==> src/rtl/macarray_pkg.sv <==
// Shared types and lane arithmetic for the OMEM port arbiter.
package macarray_pkg;
  localparam int LANES  = 4;
  localparam int LANE_W = 16;
  localparam int OM_AW  = 4;
  localparam int OM_DW  = LANES * LANE_W;

  typedef enum logic {S_IDLE, S_ACC_WR} state_t;

  typedef struct packed {
    logic             acc;
    logic [OM_AW-1:0] addr;
    logic [OM_DW-1:0] data;
  } store_entry_t;

  // Per-lane signed add; each lane wraps independently at 16 bits.
  function automatic logic [OM_DW-1:0] lane_add(input logic [OM_DW-1:0] a,
                                                input logic [OM_DW-1:0] b);
    logic [OM_DW-1:0] r;
    r = '0;
    for (int i = 0; i < LANES; i++)
      r[i*LANE_W +: LANE_W] = a[i*LANE_W +: LANE_W] + b[i*LANE_W +: LANE_W];
    return r;
  endfunction
endpackage

==> src/rtl/omem_store_fifo.sv <==
// DEPTH-entry synchronous store FIFO with a flush that also drops a same-cycle push.
module omem_store_fifo
  import macarray_pkg::*;
#(
  parameter int  DEPTH   = 4,
  parameter type entry_t = store_entry_t
) (
  input  logic                   clk,
  input  logic                   rst_n,
  input  logic                   clr,
  input  logic                   push,
  input  logic                   pop,
  input  entry_t                 din,
  output entry_t                 head,
  output logic                   full,
  output logic                   empty,
  output logic [$clog2(DEPTH):0] count
);
  localparam int PW = $clog2(DEPTH);
  localparam logic [PW:0] FULL_CNT = (PW+1)'(DEPTH);

  entry_t        mem [DEPTH];
  logic [PW-1:0] wr_ptr, rd_ptr;
  logic          do_push, do_pop;

  assign full    = (count == FULL_CNT);
  assign empty   = (count == '0);
  assign do_push = push && !full && !clr;
  assign do_pop  = pop && !empty && !clr;
  assign head    = mem[rd_ptr];

  // Pointers are exactly PW bits wide, so they wrap modulo DEPTH for free.
  always_ff @(posedge clk or negedge rst_n) begin
    if (!rst_n) begin
      wr_ptr <= '0;
      rd_ptr <= '0;
      count  <= '0;
    end else if (clr) begin
      wr_ptr <= '0;
      rd_ptr <= '0;
      count  <= '0;
    end else begin
      if (do_push) wr_ptr <= wr_ptr + 1'b1;
      if (do_pop)  rd_ptr <= rd_ptr + 1'b1;
      case ({do_push, do_pop})
        2'b10:   count <= count + 1'b1;
        2'b01:   count <= count - 1'b1;
        default: ;
      endcase
    end
  end

  always_ff @(posedge clk) begin
    if (do_push) mem[wr_ptr] <= din;
  end
endmodule

==> src/rtl/omem_port_arbiter.sv <==
// Single OMEM port owner: arbitrates buffered stores/RMW accumulates against host reads.
module omem_port_arbiter
  import macarray_pkg::*;
#(
  parameter int DEPTH      = 4,
  parameter int STARVE_LIM = 4,
  parameter int AW         = 4,
  parameter int DW         = 64
) (
  input  logic          CLK,
  input  logic          RSTN,
  input  logic          CLR,
  input  logic          VLD_S,
  output logic          RDY_S,
  input  logic          ACC_S,
  input  logic [AW-1:0] ADDR_S,
  input  logic [DW-1:0] DATA_S,
  input  logic          REQ_H,
  input  logic [AW-1:0] ADDR_H,
  output logic          GNT_H,
  output logic          VALID_H,
  output logic [DW-1:0] RDATA_H,
  output logic          EN_O,
  output logic          RW_O,
  output logic [AW-1:0] ADDR_O,
  output logic [DW-1:0] WDATA_O,
  input  logic [DW-1:0] RDATA_O,
  output logic          IDLE
);
  localparam int SW = $clog2(STARVE_LIM + 1);
  localparam logic [SW-1:0] STARVE_MAX = SW'(STARVE_LIM);

  typedef struct packed {
    logic          acc;
    logic [AW-1:0] addr;
    logic [DW-1:0] data;
  } store_t;

  state_t                 state, state_nxt;
  logic [SW-1:0]          starve, starve_nxt;
  logic [AW-1:0]          hold_addr;
  logic [DW-1:0]          hold_data;
  logic                   hold_ld, fifo_pop, fifo_full, fifo_empty, store_avail;
  logic [$clog2(DEPTH):0] fifo_count;
  store_t                 fifo_din, head;
  logic                   valid_h;

  assign fifo_din = '{acc: ACC_S, addr: ADDR_S, data: DATA_S};

  omem_store_fifo #(.DEPTH(DEPTH), .entry_t(store_t)) u_fifo (
    .clk   (CLK),
    .rst_n (RSTN),
    .clr   (CLR),
    .push  (VLD_S && RDY_S),
    .pop   (fifo_pop),
    .din   (fifo_din),
    .head  (head),
    .full  (fifo_full),
    .empty (fifo_empty),
    .count (fifo_count)
  );

  assign RDY_S       = !fifo_full;
  // A flush cycle issues no queued store, so the flushed entries never reach OMEM.
  assign store_avail = !fifo_empty && !CLR;

  // Port decode is gated by RSTN so the port goes quiet as soon as reset asserts.
  always_comb begin
    state_nxt  = state;
    starve_nxt = starve;
    hold_ld    = 1'b0;
    fifo_pop   = 1'b0;
    EN_O       = 1'b0;
    RW_O       = 1'b0;
    ADDR_O     = '0;
    WDATA_O    = '0;
    GNT_H      = 1'b0;
    if (RSTN) begin
      case (state)
        S_IDLE: begin
          if (REQ_H && (!store_avail || starve == STARVE_MAX)) begin
            EN_O       = 1'b1;
            ADDR_O     = ADDR_H;
            GNT_H      = 1'b1;
            starve_nxt = '0;
          end else if (store_avail) begin
            EN_O     = 1'b1;
            ADDR_O   = head.addr;
            fifo_pop = 1'b1;
            if (REQ_H && starve != STARVE_MAX) starve_nxt = starve + 1'b1;
            if (head.acc) begin
              hold_ld   = 1'b1;
              state_nxt = S_ACC_WR;
            end else begin
              RW_O    = 1'b1;
              WDATA_O = head.data;
            end
          end
        end
        S_ACC_WR: begin
          EN_O      = 1'b1;
          RW_O      = 1'b1;
          ADDR_O    = hold_addr;
          WDATA_O   = lane_add(RDATA_O, hold_data);
          state_nxt = S_IDLE;
        end
        default: state_nxt = S_IDLE;
      endcase
      if (CLR) starve_nxt = '0;
    end
  end

  always_ff @(posedge CLK or negedge RSTN) begin
    if (!RSTN) begin
      state     <= S_IDLE;
      starve    <= '0;
      hold_addr <= '0;
      hold_data <= '0;
      valid_h   <= 1'b0;
    end else begin
      state   <= state_nxt;
      starve  <= starve_nxt;
      valid_h <= GNT_H;
      if (hold_ld) begin
        hold_addr <= head.addr;
        hold_data <= head.data;
      end
    end
  end

  assign VALID_H = valid_h;
  assign RDATA_H = valid_h ? RDATA_O : '0;
  assign IDLE    = (fifo_count == '0) && (state == S_IDLE) && !valid_h;
endmodule

==> config.mk <==
export PLATFORM = sky130hd
export DESIGN_NAME = omem_port_arbiter
export DESIGN_NICKNAME = d
export VERILOG_FILES = /design/src/rtl/macarray_pkg.sv /design/src/rtl/omem_store_fifo.sv /design/src/rtl/omem_port_arbiter.sv
export SDC_FILE = /design/constraint.sdc
export NUM_CORES = 1
export LEC_CHECK = 0
export CORE_ASPECT_RATIO = 1.25
export CORE_MARGIN = 1
export CORE_UTILIZATION = 40
export DETAILED_ROUTE_END_ITERATION = 7
export GPL_ROUTABILITY_DRIVEN = 0
export HOLD_SLACK_MARGIN = 0.12
export PLACE_DENSITY_LB_ADDON = 0.1
export SLEW_MARGIN = 20
export SYNTH_ARGS = -nofsm -noshare
export SYNTH_HDL_FRONTEND = slang
export SYNTH_SLANG_ARGS = --single-unit
export TNS_END_PERCENT = 100
==> constraint.sdc <==
create_clock -name CLK -period 4.4 [get_ports CLK]
set_input_delay 0.44 -clock CLK [delete_from_list [all_inputs] [get_ports CLK]]
set_output_delay 0.44 -clock CLK [all_outputs]
set_load 0.005 [all_outputs]
==> run summary <==
## Setup path
• **largest fanout of any net on the critical path** 3
• **library cell contributing the largest single delay on the critical path** clkdlybuf4s50_1
• **critical path startpoint category** input pin
• **arrival time of data at the critical path endpoint** 3740 ps
• **Crit path buffers/inverters** 2
• **Critical Setup Path Class** input pin to output pin
• **Critical Path Source** RDATA_O[48]
• **worst setup slack for register-to-register paths** 1720 ps
• **number of cells traversed by the worst register-to-register path** 5
• **start of the worst register-to-register path** state
• **crit-path cells** clkdlybuf4s50_1 > ha_1 > fa_1 > a211oi_1 > nor2_1 > o31ai_1 > a41oi_1 > mux2i_1 > a211oi_1 > clkdlybuf4s50_1
• **CP required** 3960 ps
• **crit path capture type** output pin
• **RR Endpoint** hold_data[49]
• **Crit path max-delay family** compound AO/OA/AOI/OAI gates
• **Largest stage delay, worst path** 580 ps

## Clocking
• **CTS Root Cell** clkbuf_16
• **clock latency at the later pin of the worst-skew pair** 530 ps
• **Reg clk slew, reported paths** 60 ps
• **number of sinks handled by clock tree synthesis** 356
• **total CTS buffers** 40
• **deepest level of the CTS H-tree** 2
• **clock tree from TritonCTS** done
• **Clock Tree Buf Depth** 3

## Yosys
• **multiplexer fraction of the synthesized cell area** 14.6%
• **synthesized instance count** 1238
• **complex-gate fraction of the synthesized area** 8.49%
• **sequential cell area fraction in the yosys report** 58.7%
• **Mapped Nets** 1451
• **xor and xnor area share after synthesis** 1.85%
• **post-synth design cell area** 17500 um^2
• **number of synthesized flops with an enable pin** 276
• **basic-gate share of the synthesized area counting and, or, nand and nor cells** 9.31%
• **number of warnings issued by yosys** 0
• **async set-or-reset flop fraction in the synthesized netlist** 22.5%
• **most used flip-flop cell after synthesis** edfxtp_1
• **count of distinct cell types in the synthesized netlist** 68
• **Seq cells post-synth** 356
• **main combinational cell family by area after synthesis** multiplexers
• **mean instance size in the synthesized netlist** 14.2 um^2
• **adder and majority cell fraction of the synthesized area** 5.28%

## Power
• **combinational share of power** 34.3%
• **Power Dens Cells** 523 nW/um^2
• **switching part of the total power** 31.3%
• **Psw** 3.66 mW
• **Flop pwr share** 37.1%
• **Power Internal** 8.03 mW
• **PnR Total Power** 11.7 mW
• **standby leakage power** 7.97 nW
• **relative contribution of the clock network to total power** 28.6%
• **maximum resistive drop on vdd** 0.000311 V

## Worst hold path
• **classification of the worst-slack hold path** input pin to async pin

## Layout
• **most used cells in the layout excluding fill and tap cells** 278 x clkdlybuf4s50_1, 276 x edfxtp_1, 77 x nand2_1
• **fraction of layout cells with a size suffix above 1** 15.4%
• **number of nets in the layout** 1735
• **layout filler cell count** 3714
• **most common cell after layout, fill and taps aside** clkdlybuf4s50_1
• **area delta synth->final** 27.6%

## STA
• **final slew viol count** 0
• **Final min period** 4180 ps
• **normalized max-slew margin** 43.9%
• **accumulated negative setup slack** 0 ps
• **setup repair after global routing missed its margin** false
• **maximum achievable frequency** 239 MHz
• **final setup violating endpoints** 0
• **number of failing hold endpoints at the final stage** 0
• **Period Utilization, post-route** 94.9%
• **setup skew after layout** 16.7 ps
• **Tightest Pin Transition** 842 ps

## Floorplanning
• **floorplan die height** 236 um
• **initial cell density of the core** 40.6%
• **Ports** 280
• **number of placement rows** 85
• **die width** 189 um
• **die area** 44700 um^2
• **Placeable Area** 43200 um^2

## Placement
• **number of buffers inserted by port buffering** 279
• **Detail Placement HPWL** 30800 um

## Global routing
• **pin count of the biggest net entering global routing** 101
• **remaining global-route overflow** 0
• **Global Route Usage Sum** 21.0%
• **wire length of the first global-routing pass** 70800 um
• **number of global-route vias before repair** 11700
• **number of antenna violations at the first check in global routing** 6

## Routing
• **1st-pass router iterations** 5
• **Starting DRT DRC Count** 651
• **antenna viol nets, final** 0
• **final WL** 46200 um
• **via density per instance** 5.41
• **detailed-route via count** 11500
• **number of remaining DRC errors** 0
• **routed wirelength normalized by instance count** 21.8 um

## Status
• **result of the run** finished clean

## Job
• **max-cap violations** 0

## flip-flops by register name (all words and copies together), names as in the netlist, 2 cells and up
register / count
u_fifo.rd_ptr: 2
u_fifo.count: 3
starve: 3
hold_data: 64
u_fifo.wr_ptr: 2
hold_addr: 4
u_fifo.mem: 276
## synthesized netlist by cell type, types with 16 or more instances
library cell,count,area (um^2)
a211oi_1,25,188
a21o_1,16,120
a21oi_1,68,340
and2_1,76,475
buf_2,16,80.1
clkbuf_1,35,131
dfrtp_1,80,2000
edfxtp_1,276,8290
ha_1,66,826
mux2_2,69,777
mux2i_1,22,220
mux4_2,69,1550
nand2_1,77,289
nand3_1,35,175
nor2_1,58,218
o21ai_0,36,180
xnor2_1,28,245
## cell families (layout without fill, tap and decap cells)
kind of cell / Yosys count / after routing
fa+ha+maj: 71 / 71
other cells: 0 / 3
flops: 356 / 356
simple gates: 316 / 316
buf+inv: 73 / 387
compound gates: 225 / 225
xor+xnor: 37 / 37
mux: 160 / 160
## power by group through the flow
stage	sequential (mW)	clock [mW]	combinational, mW
2_1_floorplan	4.29	0	2.85
3_3_place_gp	4.39	0	3.97
3_5_place_dp	4.41	0	4.01
4_1_cts	4.34	3.42	4.04
5_1_grt	4.39	3.55	4.44
6_report	4.34	3.34	4.01
## area by class of cell
| class | count | area [um^2] | area share [%] |
|---|---|---|---|
| sequential | 356 | 10300 | 46.1 |
| multi-input combinational | 809 | 6940 | 31.0 |
| timing repair buffer | 299 | 3030 | 13.6 |
| clock buffer | 51 | 1060 | 4.75 |
| tap | 565 | 707 | 3.16 |
| clock inverter | 21 | 253 | 1.13 |
| inverter | 16 | 60.1 | 0.269 |
| antenna | 3 | 7.51 | 0.0336 |
## through the flow
step	area [um^2]	hold WS, ps	setup WS (ps)	std cells	utilization [%]
final	22400	279	223	2120	51.8
after global routing	22400	271	44.1	2119	51.8
after CTS	22400	262	201	2117	51.8
after detailed placement	21000	277	249	2044	48.7
after global placement	21000	275	242	2044	48.7
after floorplan	17500	144	1420	1238	-
## timing repair
action                                  CTS  global route
setup buffers                             0             0
endpoints found under the hold margin     2             0
endpoints found under the setup margin    0             1
hold buffers                              1             0
gates resized for setup                   0             2
## routing by layer
layer | routed length [um] | track usage (%) | part of all wire, %
met5 | 26 | 0 | 0.056
met4 | 1070 | 6.04 | 2.3
met3 | 2090 | 3.35 | 4.5
met2 | 23000 | 36.0 | 50
met1 | 20100 | 27.4 | 43
## worst reg2reg max path: stages (launching register included)
cell and delay, ps:
dfrtp_4 630, nand2b_1 290, nor4b_4 470, nand2_4 470
buf_12 400, mux2_2 310
## how the worst max path moves through the flow
| stage | to | slack [ps] | depth (start not counted) |
|---|---|---|---|
| 2_1_floorplan | u_fifo.mem[0][0] | 1420 | 4 |
| 3_3_place_gp | WDATA_O[62] | 240 | 10 |
| 3_5_place_dp | WDATA_O[62] | 250 | 10 |
| 4_1_cts | WDATA_O[62] | 200 | 10 |
| 5_1_grt | WDATA_O[30] | 40 | 9 |
| 6_report | WDATA_O[62] | 220 | 10 |
No activity file was read; power rests on OpenSTA's default activity.
